## src/rtl/wb_trace_pkg.sv

```systemverilog
// ---------------------------------------------------------------------------
// wb_trace_pkg
// Shared widths, field offsets and the record layout for the writeback trace
// buffer.
//
// A trace record is packed MSB-first as {pc, ena, reg, value}:
//   pc    [69:38]
//   ena   [37]
//   reg   [36:32]
//   value [31:0]
// When WB_TRACE_SEQ_EN is defined, a 16-bit retire sequence number sits on top
// of the record in the stored and emitted word. That gives {seq[85:70], record[69:0]}.
// ---------------------------------------------------------------------------
package wb_trace_pkg;

  localparam int TR_PC_W  = 32;
  localparam int TR_REG_W = 5;
  localparam int TR_VAL_W = 32;
  localparam int TR_SEQ_W = 16;

  localparam int TR_REC_W = TR_PC_W + 1 + TR_REG_W + TR_VAL_W;  // 70

  // Field offsets inside a record word.
  localparam int TR_VAL_LSB = 0;
  localparam int TR_REG_LSB = TR_VAL_LSB + TR_VAL_W;            // 32
  localparam int TR_ENA_BIT = TR_REG_LSB + TR_REG_W;            // 37
  localparam int TR_PC_LSB  = TR_ENA_BIT + 1;                   // 38

`ifdef WB_TRACE_SEQ_EN
  localparam int TR_SEQ_LSB = TR_REC_W;                         // 70
  localparam int TR_OUT_W   = TR_REC_W + TR_SEQ_W;              // 86
`else
  localparam int TR_OUT_W   = TR_REC_W;                         // 70
`endif

  // One retired instruction as seen on the core's writeback debug port.
  typedef struct packed {
    logic [TR_PC_W-1:0]  pc;
    logic                ena;
    logic [TR_REG_W-1:0] rd;
    logic [TR_VAL_W-1:0] value;
  } tr_rec_t;

  // Flatten a record into its bit layout using the named offsets, so the
  // layout has one authoritative definition.
  function automatic logic [TR_REC_W-1:0] tr_pack(input tr_rec_t rec);
    logic [TR_REC_W-1:0] w;
    w = '0;
    w[TR_PC_LSB  +: TR_PC_W]  = rec.pc;
    w[TR_ENA_BIT]             = rec.ena;
    w[TR_REG_LSB +: TR_REG_W] = rec.rd;
    w[TR_VAL_LSB +: TR_VAL_W] = rec.value;
    return w;
  endfunction

endpackage

```

## src/rtl/wb_trace_ram.sv

```systemverilog
// ---------------------------------------------------------------------------
// wb_trace_ram
// DEPTH x W register array that holds the trace FIFO storage. It has one
// synchronous write port and one asynchronous read port. The read port feeds
// the head record straight to the stream output, which makes the FIFO
// show-ahead.
//
// The storage has no reset. The parent never presents a slot that has not
// been written, because it masks the read data while the FIFO is empty.
//
// Ports
//   clk      in   1      write clock
//   i_we     in   1      write enable
//   i_waddr  in   AW     write address
//   i_wdata  in   W      write data
//   i_raddr  in   AW     read address (async)
//   o_rdata  out  W      read data
// ---------------------------------------------------------------------------
module wb_trace_ram #(
  parameter  int DEPTH = 16,
  parameter  int W     = 70,
  localparam int AW    = $clog2(DEPTH)
) (
  input  logic          clk,
  input  logic          i_we,
  input  logic [AW-1:0] i_waddr,
  input  logic [W-1:0]  i_wdata,
  input  logic [AW-1:0] i_raddr,
  output logic [W-1:0]  o_rdata
);

  logic [W-1:0] r_mem [DEPTH];

  always_ff @(posedge clk) begin
    if (i_we) begin
      r_mem[i_waddr] <= i_wdata;
    end
  end

  assign o_rdata = r_mem[i_raddr];

endmodule

```

## src/rtl/wb_trace_buffer.sv

```systemverilog
// ---------------------------------------------------------------------------
// wb_trace_buffer
// Captures one trace record per retired instruction from the core's
// writeback debug port into a show-ahead FIFO. It drains the records over a
// valid/ready stream. When the FIFO is full and the sink does not take the
// head, an incoming record is dropped. The drop is recorded: the sticky
// overflow flag is set and a saturating drop counter increments.
//
// Build option: define WB_TRACE_SEQ_EN to add a 16-bit retire sequence
// counter. The counter is stored with every entry and sent as the top 16
// bits of tr_data. It advances on every retire strobe, including dropped
// ones, so the sink can find losses from gaps in the sequence.
//
// Stream handshake: a record transfers on a rising edge where
// tr_valid && tr_ready. While tr_valid is high and tr_ready is low, tr_data
// holds stable. tr_valid falls only after a transfer or a flush. tr_data is
// zero whenever tr_valid is low.
//
// Ports
//   clk           in   1              clock, all state on posedge
//   rst           in   1              async active-high reset
//   flush         in   1              sync clear of contents and overflow
//   wb_have_inst  in   1              retire strobe
//   wb_pc         in   32             retired PC
//   wb_ena        in   1              regfile write enable of the retiree
//   wb_reg        in   5              destination register
//   wb_value      in   32             writeback value
//   tr_valid      out  1              head record available
//   tr_ready      in   1              sink accepts head record
//   tr_data       out  TR_OUT_W       head record (70 or 86 bits)
//   level         out  log2(DEPTH)+1  occupancy
//   overflow      out  1              sticky drop flag
//   drop_cnt      out  DROP_W         saturating drop count
// ---------------------------------------------------------------------------
module wb_trace_buffer
  import wb_trace_pkg::*;
#(
  parameter  int DEPTH  = 16,   // power of two, >= 2
  parameter  int DROP_W = 16,
  localparam int PTR_W  = $clog2(DEPTH),
  localparam int LVL_W  = PTR_W + 1
) (
  input  logic                clk,
  input  logic                rst,
  input  logic                flush,
  input  logic                wb_have_inst,
  input  logic [TR_PC_W-1:0]  wb_pc,
  input  logic                wb_ena,
  input  logic [TR_REG_W-1:0] wb_reg,
  input  logic [TR_VAL_W-1:0] wb_value,
  output logic                tr_valid,
  input  logic                tr_ready,
  output logic [TR_OUT_W-1:0] tr_data,
  output logic [LVL_W-1:0]    level,
  output logic                overflow,
  output logic [DROP_W-1:0]   drop_cnt
);

  localparam logic [LVL_W-1:0] FULL_LVL = LVL_W'(DEPTH);

  logic [PTR_W-1:0]    r_wptr;
  logic [PTR_W-1:0]    r_rptr;
  logic [LVL_W-1:0]    r_level;
  logic                r_overflow;
  logic [DROP_W-1:0]   r_drop_cnt;

  logic                w_empty;
  logic                w_full;
  logic                w_pop;
  logic                w_push;
  logic                w_drop;
  tr_rec_t             w_rec;
  logic [TR_OUT_W-1:0] w_wr_data;
  logic [TR_OUT_W-1:0] w_rd_data;

  assign w_empty = (r_level == '0);
  assign w_full  = (r_level == FULL_LVL);

  // A pop frees a slot in the same edge. This lets a full FIFO accept a
  // push alongside a pop. Flush overrides both and also discards the
  // strobe without counting it as a drop.
  assign w_pop  = !w_empty && tr_ready && !flush;
  assign w_push = wb_have_inst && !flush && (!w_full || w_pop);
  assign w_drop = wb_have_inst && !flush && w_full && !w_pop;

  // -------------------------------------------------------------------------
  // Record assembly
  // -------------------------------------------------------------------------
  always_comb begin
    w_rec       = '0;
    w_rec.pc    = wb_pc;
    w_rec.ena   = wb_ena;
    w_rec.rd    = wb_reg;
    w_rec.value = wb_value;
  end

`ifdef WB_TRACE_SEQ_EN
  logic [TR_SEQ_W-1:0] r_seq;

  // The counter advances on every retire strobe, whether the record is
  // captured or dropped, and wraps naturally at 0xFFFF.
  always_ff @(posedge clk or posedge rst) begin
    if (rst) begin
      r_seq <= '0;
    end else if (wb_have_inst) begin
      r_seq <= r_seq + TR_SEQ_W'(1);
    end
  end

  assign w_wr_data = {r_seq, tr_pack(w_rec)};
`else
  assign w_wr_data = tr_pack(w_rec);
`endif

  // -------------------------------------------------------------------------
  // Storage
  // -------------------------------------------------------------------------
  wb_trace_ram #(
    .DEPTH (DEPTH),
    .W     (TR_OUT_W)
  ) u_ram (
    .clk     (clk),
    .i_we    (w_push),
    .i_waddr (r_wptr),
    .i_wdata (w_wr_data),
    .i_raddr (r_rptr),
    .o_rdata (w_rd_data)
  );

  // -------------------------------------------------------------------------
  // Pointers, occupancy, overflow flag
  // -------------------------------------------------------------------------
  always_ff @(posedge clk or posedge rst) begin
    if (rst) begin
      r_wptr     <= '0;
      r_rptr     <= '0;
      r_level    <= '0;
      r_overflow <= 1'b0;
    end else if (flush) begin
      r_wptr     <= '0;
      r_rptr     <= '0;
      r_level    <= '0;
      r_overflow <= 1'b0;
    end else begin
      if (w_push) begin
        r_wptr <= r_wptr + PTR_W'(1);
      end
      if (w_pop) begin
        r_rptr <= r_rptr + PTR_W'(1);
      end
      case ({w_push, w_pop})
        2'b10:   r_level <= r_level + LVL_W'(1);
        2'b01:   r_level <= r_level - LVL_W'(1);
        default: r_level <= r_level;
      endcase
      if (w_drop) begin
        r_overflow <= 1'b1;
      end
    end
  end

  // Only reset clears the drop counter. It survives a flush so that losses
  // stay visible across harness-initiated clears.
  always_ff @(posedge clk or posedge rst) begin
    if (rst) begin
      r_drop_cnt <= '0;
    end else if (w_drop && (r_drop_cnt != '1)) begin
      r_drop_cnt <= r_drop_cnt + DROP_W'(1);
    end
  end

  // -------------------------------------------------------------------------
  // Outputs
  // -------------------------------------------------------------------------
  // tr_valid comes only from registered occupancy. A record written on an
  // edge therefore appears on the following cycle and is never bypassed.
  assign tr_valid = !w_empty;
  assign tr_data  = tr_valid ? w_rd_data : '0;
  assign level    = r_level;
  assign overflow = r_overflow;
  assign drop_cnt = r_drop_cnt;

endmodule
```

## config.mk

```make
export PLATFORM = sky130hd
export DESIGN_NAME = wb_trace_buffer
export DESIGN_NICKNAME = d
export VERILOG_FILES = /design/src/rtl/wb_trace_pkg.sv /design/src/rtl/wb_trace_ram.sv /design/src/rtl/wb_trace_buffer.sv
export SDC_FILE = /design/constraint.sdc
export NUM_CORES = 1
export LEC_CHECK = 0
export CORE_UTILIZATION = 40
export DETAILED_ROUTE_END_ITERATION = 16
export PLACE_DENSITY = 0.66
export SLEW_MARGIN = 10
export SYNTH_ARGS = -nofsm -noshare
export SYNTH_HDL_FRONTEND = slang
export SYNTH_SLANG_ARGS = --single-unit
export TNS_END_PERCENT = 1
```

## constraint.sdc

```tcl
create_clock -name clk -period 7.95 [get_ports clk]
set_clock_uncertainty 0.15 [all_clocks]
set_input_delay 1.59 -clock clk [delete_from_list [all_inputs] [get_ports clk]]
set_output_delay 1.59 -clock clk [all_outputs]
set_load 0.02 [all_outputs]
```

==> impl_metrics.tcl <==
set metrics [dict create \
    status "complete, no violations" \
    core_area_sq_mm 0.109 \
    ys_ff_latch 1150 \
    grt_max_degree 132 \
    grt_pass1_wl_microns 140000 \
    viasPerCell 5.47 \
    final_nets 2118 \
    ir_drop_mv 0.231 \
    cts_sinks 1150 \
    ctsHoldBuffers 0 \
    cts_buffer_depth 3 \
    cp_num_buf_inv 2 \
    min_from "drop_cnt[13]" \
    gp_congestion 0.716 \
    reg2reg_slack_ns 4.32 \
    synth_area_per_cell_sq_um 24.3 \
    wire_per_inst_microns 26.5 \
    whs_endpoint "drop_cnt[13]" \
    dieWidth_microns 335 \
    synth_area_leaders "edfxtp_1, mux4_2, dfrtp_1" \
    max-cap-violations 0 \
    worst_pin_slew_ns 1.12 \
    min_path_cells 1 \
    io_pins 168 \
    nFillCells 8815 \
    row_count 121 \
    post-dp-hpwl_microns 48700 \
    cts_setup_buffers 0 \
    rsz0062_at_grt "no" \
    comb_power_share_pct 19.8 \
    max_slew_margin_pct 25.2 \
    cpPeakStageDelay_ns 0.95 \
    arrival_ns 4.31 \
    setup_ws_ns 1.90 \
    ys_seq_area_share_pct 77.7 \
    r2r_cells 6 \
    antenna_left 0 \
    dieArea_sq_mm 0.112 \
    fin_crit_ns 6.05 \
    powerDensity_mw_per_mm2 291 \
    grt_usage_pct 17.2 \
    slowest_stage "dfrtp_4" \
    stdcell_area_sq_mm 0.0513 \
    crit_required_ns 6.21 \
    p_leak_nw 15.5 \
    root_buffer "clkbuf_16" \
    clock_latency_ns 0.69 \
    clkSlewWorstSetupHoldPaths_ns 0.07 \
    drc 0 \
    grt_pass1_vias 20700 \
    syn_inst 1819 \
    worstSetupStartpointType "flop" \
    cts_buffers 108 \
    hp-class "flop to flop" \
    power_frac_seq_pct 45.6 \
    port_buffers 167 \
    worstSetupPathType "flop to output port" \
    synthToLayoutAreaGrowth_pct 15.8 \
    sw_frac_of_total_pct 25.0 \
    initial_utilization_pct 40.5 \
    hold_viol 0 \
    min_period_over_period_pct 76.1 \
    syn_nets 1902 \
    drtIter0Drc 2049 \
    first_pass_iters 5 \
    crit_fanout 40 \
    max_freq_ghz 0.165 \
    cts_tree "done" \
    h-tree-depth 3 \
    wl_microns 95500 \
    worst_hold_slack_ns 0.339 \
    p_sw_mw 3.74 \
    maxSlewViolCount 0 \
    intPower_mw 11.2 \
    cp_top_family "buffers and inverters" \
    placed_area_sq_mm 0.0477 \
    reg2reg_from "level[4]" \
    place_ws_ns 2.34 \
    grt-ovfl-total 0 \
    syn_area_sq_mm 0.0442 \
    cp_cell_sequence "buf_4 -> mux4_2 -> mux4_2 -> and2_1 -> clkdlybuf4s50_1" \
    synth_top_area_share_pct 76.0 \
    antenna_found_initial 13 \
    endpoint_kind "output port" \
    ys_warn_count 0 \
    die_h_microns 335 \
    yosysUniqueCellTypes 42 \
    p_clk_share_pct 34.5 \
    cts.repair.resized 0 \
    synth_top_cell_by_area "edfxtp_1" \
    reg2reg_to "u_ram.r_mem[5][15]" \
    cp_common_cell "mux4_2" \
    drive_above_1_share_pct 26.4 \
    num_vias 19700 \
    setup_violations 0 \
]
-- registers in the layout, summed over array words and instances, names as in the netlist --
signal and cells:
r_wptr 4, drop_cnt 16, overflow 1, level 5, u_ram.r_mem 1120, r_rptr 4
-- area by class of cell --
class	count	area (sq um)	share of cell area [%]
inverter	10	37.5	0.0732
clock inverter	72	756	1.47
tap	1476	1850	3.60
sequential	1150	34400	67.1
timing repair buffer	201	2030	3.95
clock buffer	127	2800	5.45
antenna	7	17.5	0.0342
multi-input combinational	564	9380	18.3
-- metal layers --
metal / vias up / share of wire [%] / GRT usage, %
li1: 8218 / - / -
met1: 10700 / 42 / 23.9
met2: 672 / 49 / 27.6
met3: 148 / 6.8 / 3.53
met4: 16 / 2.1 / 4.72
met5: - / 0.10 / 0
-- kinds of logic (layout without fill, tap and decap cells) --
family,Yosys count,after routing,synth area share [%]
xor+xnor,22,22,0.435
buf+inv,105,410,1.28
flops,1150,1150,77.7
fa+ha+maj,8,8,0.226
compound gates,23,23,0.370
simple gates,157,157,2.08
other cells,0,7,0
mux,354,354,17.9
-- cell usage after synthesis --
cell type and instances:
a2111o_1 1, a211oi_1 1, a21o_1 1, a21oi_1 6, a221o_1 1, a221oi_4 1
a31oi_1 4, and2_1 78, and3_1 5, and4_1 3, buf_1 17, buf_2 4
buf_4 20, buf_6 12, clkbuf_1 42, dfrtp_1 30, edfxtp_1 1120, ha_1 8
inv_1 10, mux2_2 1, mux2i_1 3, mux4_2 350, nand2_1 15, nand2b_1 2
nand3_1 16, nand4_1 4, nor2_1 15, nor2b_1 4, nor3_1 1, nor3b_1 3
nor4_1 5, nor4_4 1, nor4b_1 1, o21ai_0 5, o21ai_1 1, o311ai_0 1
o31ai_1 1, or3_1 2, or4_1 1, or4b_1 1, xnor2_1 12, xor2_1 10
-- cell usage in the layout (no fill, tap or decap), drive strengths merged, types with 8 or more instances in the layout --
| master | instances |
|---|---|
| ha | 8 |
| and2 | 78 |
| clkdlybuf4s50 | 167 |
| nand3 | 16 |
| dfrtp | 30 |
| edfxtp | 1120 |
| bufinv | 14 |
| clkinv | 49 |
| inv | 12 |
| xor2 | 10 |
| mux4 | 350 |
| xnor2 | 12 |
| nand2 | 15 |
| nor2 | 15 |
| clkbuf | 127 |
| buf | 34 |
-- worst max path at each step --
stage,start,end,cells past startpoint
floorplan,wb_have_inst,u_ram.r_mem[1][0],4
global placement,flush,u_ram.r_mem[10][32],6
detailed placement,flush,u_ram.r_mem[6][42],6
CTS,r_rptr[0],tr_data[48],5
global route,r_rptr[0],tr_data[48],5
finish,r_rptr[0],tr_data[48],5
-- worst register-to-register path: cells and delay by family (launching register included) --
| family | cells | cell delay [ns] |
|---|---|---|
| buffers and inverters | 1 | 0.53 |
| AND/OR/NAND/NOR | 5 | 2.10 |
| flip-flops | 1 | 0.48 |
-- power by group through the flow --
stage / registers (mW) / clock network (mW) / logic [mW]
floorplan: 6.90 / 0 / 2.02
global placement: 6.94 / 0 / 3.00
detailed placement: 6.95 / 0 / 3.03
CTS: 6.82 / 5.25 / 3.04
global route: 6.82 / 5.46 / 3.17
finish: 6.81 / 5.15 / 2.96
-- stage by stage --
step                utilization, %  total power, mW  setup TNS [ns]  std cells
floorplan                        -             8.92         -464.41       1819
global placement              43.6             9.94               0       3401
detailed placement            43.6             9.98               0       3401
CTS                           46.9             15.1               0       3600
global route                  46.9             15.5               0       3602
finish                        46.9             14.9               0       3607
Note: power is estimated with default switching activity, not from simulation.
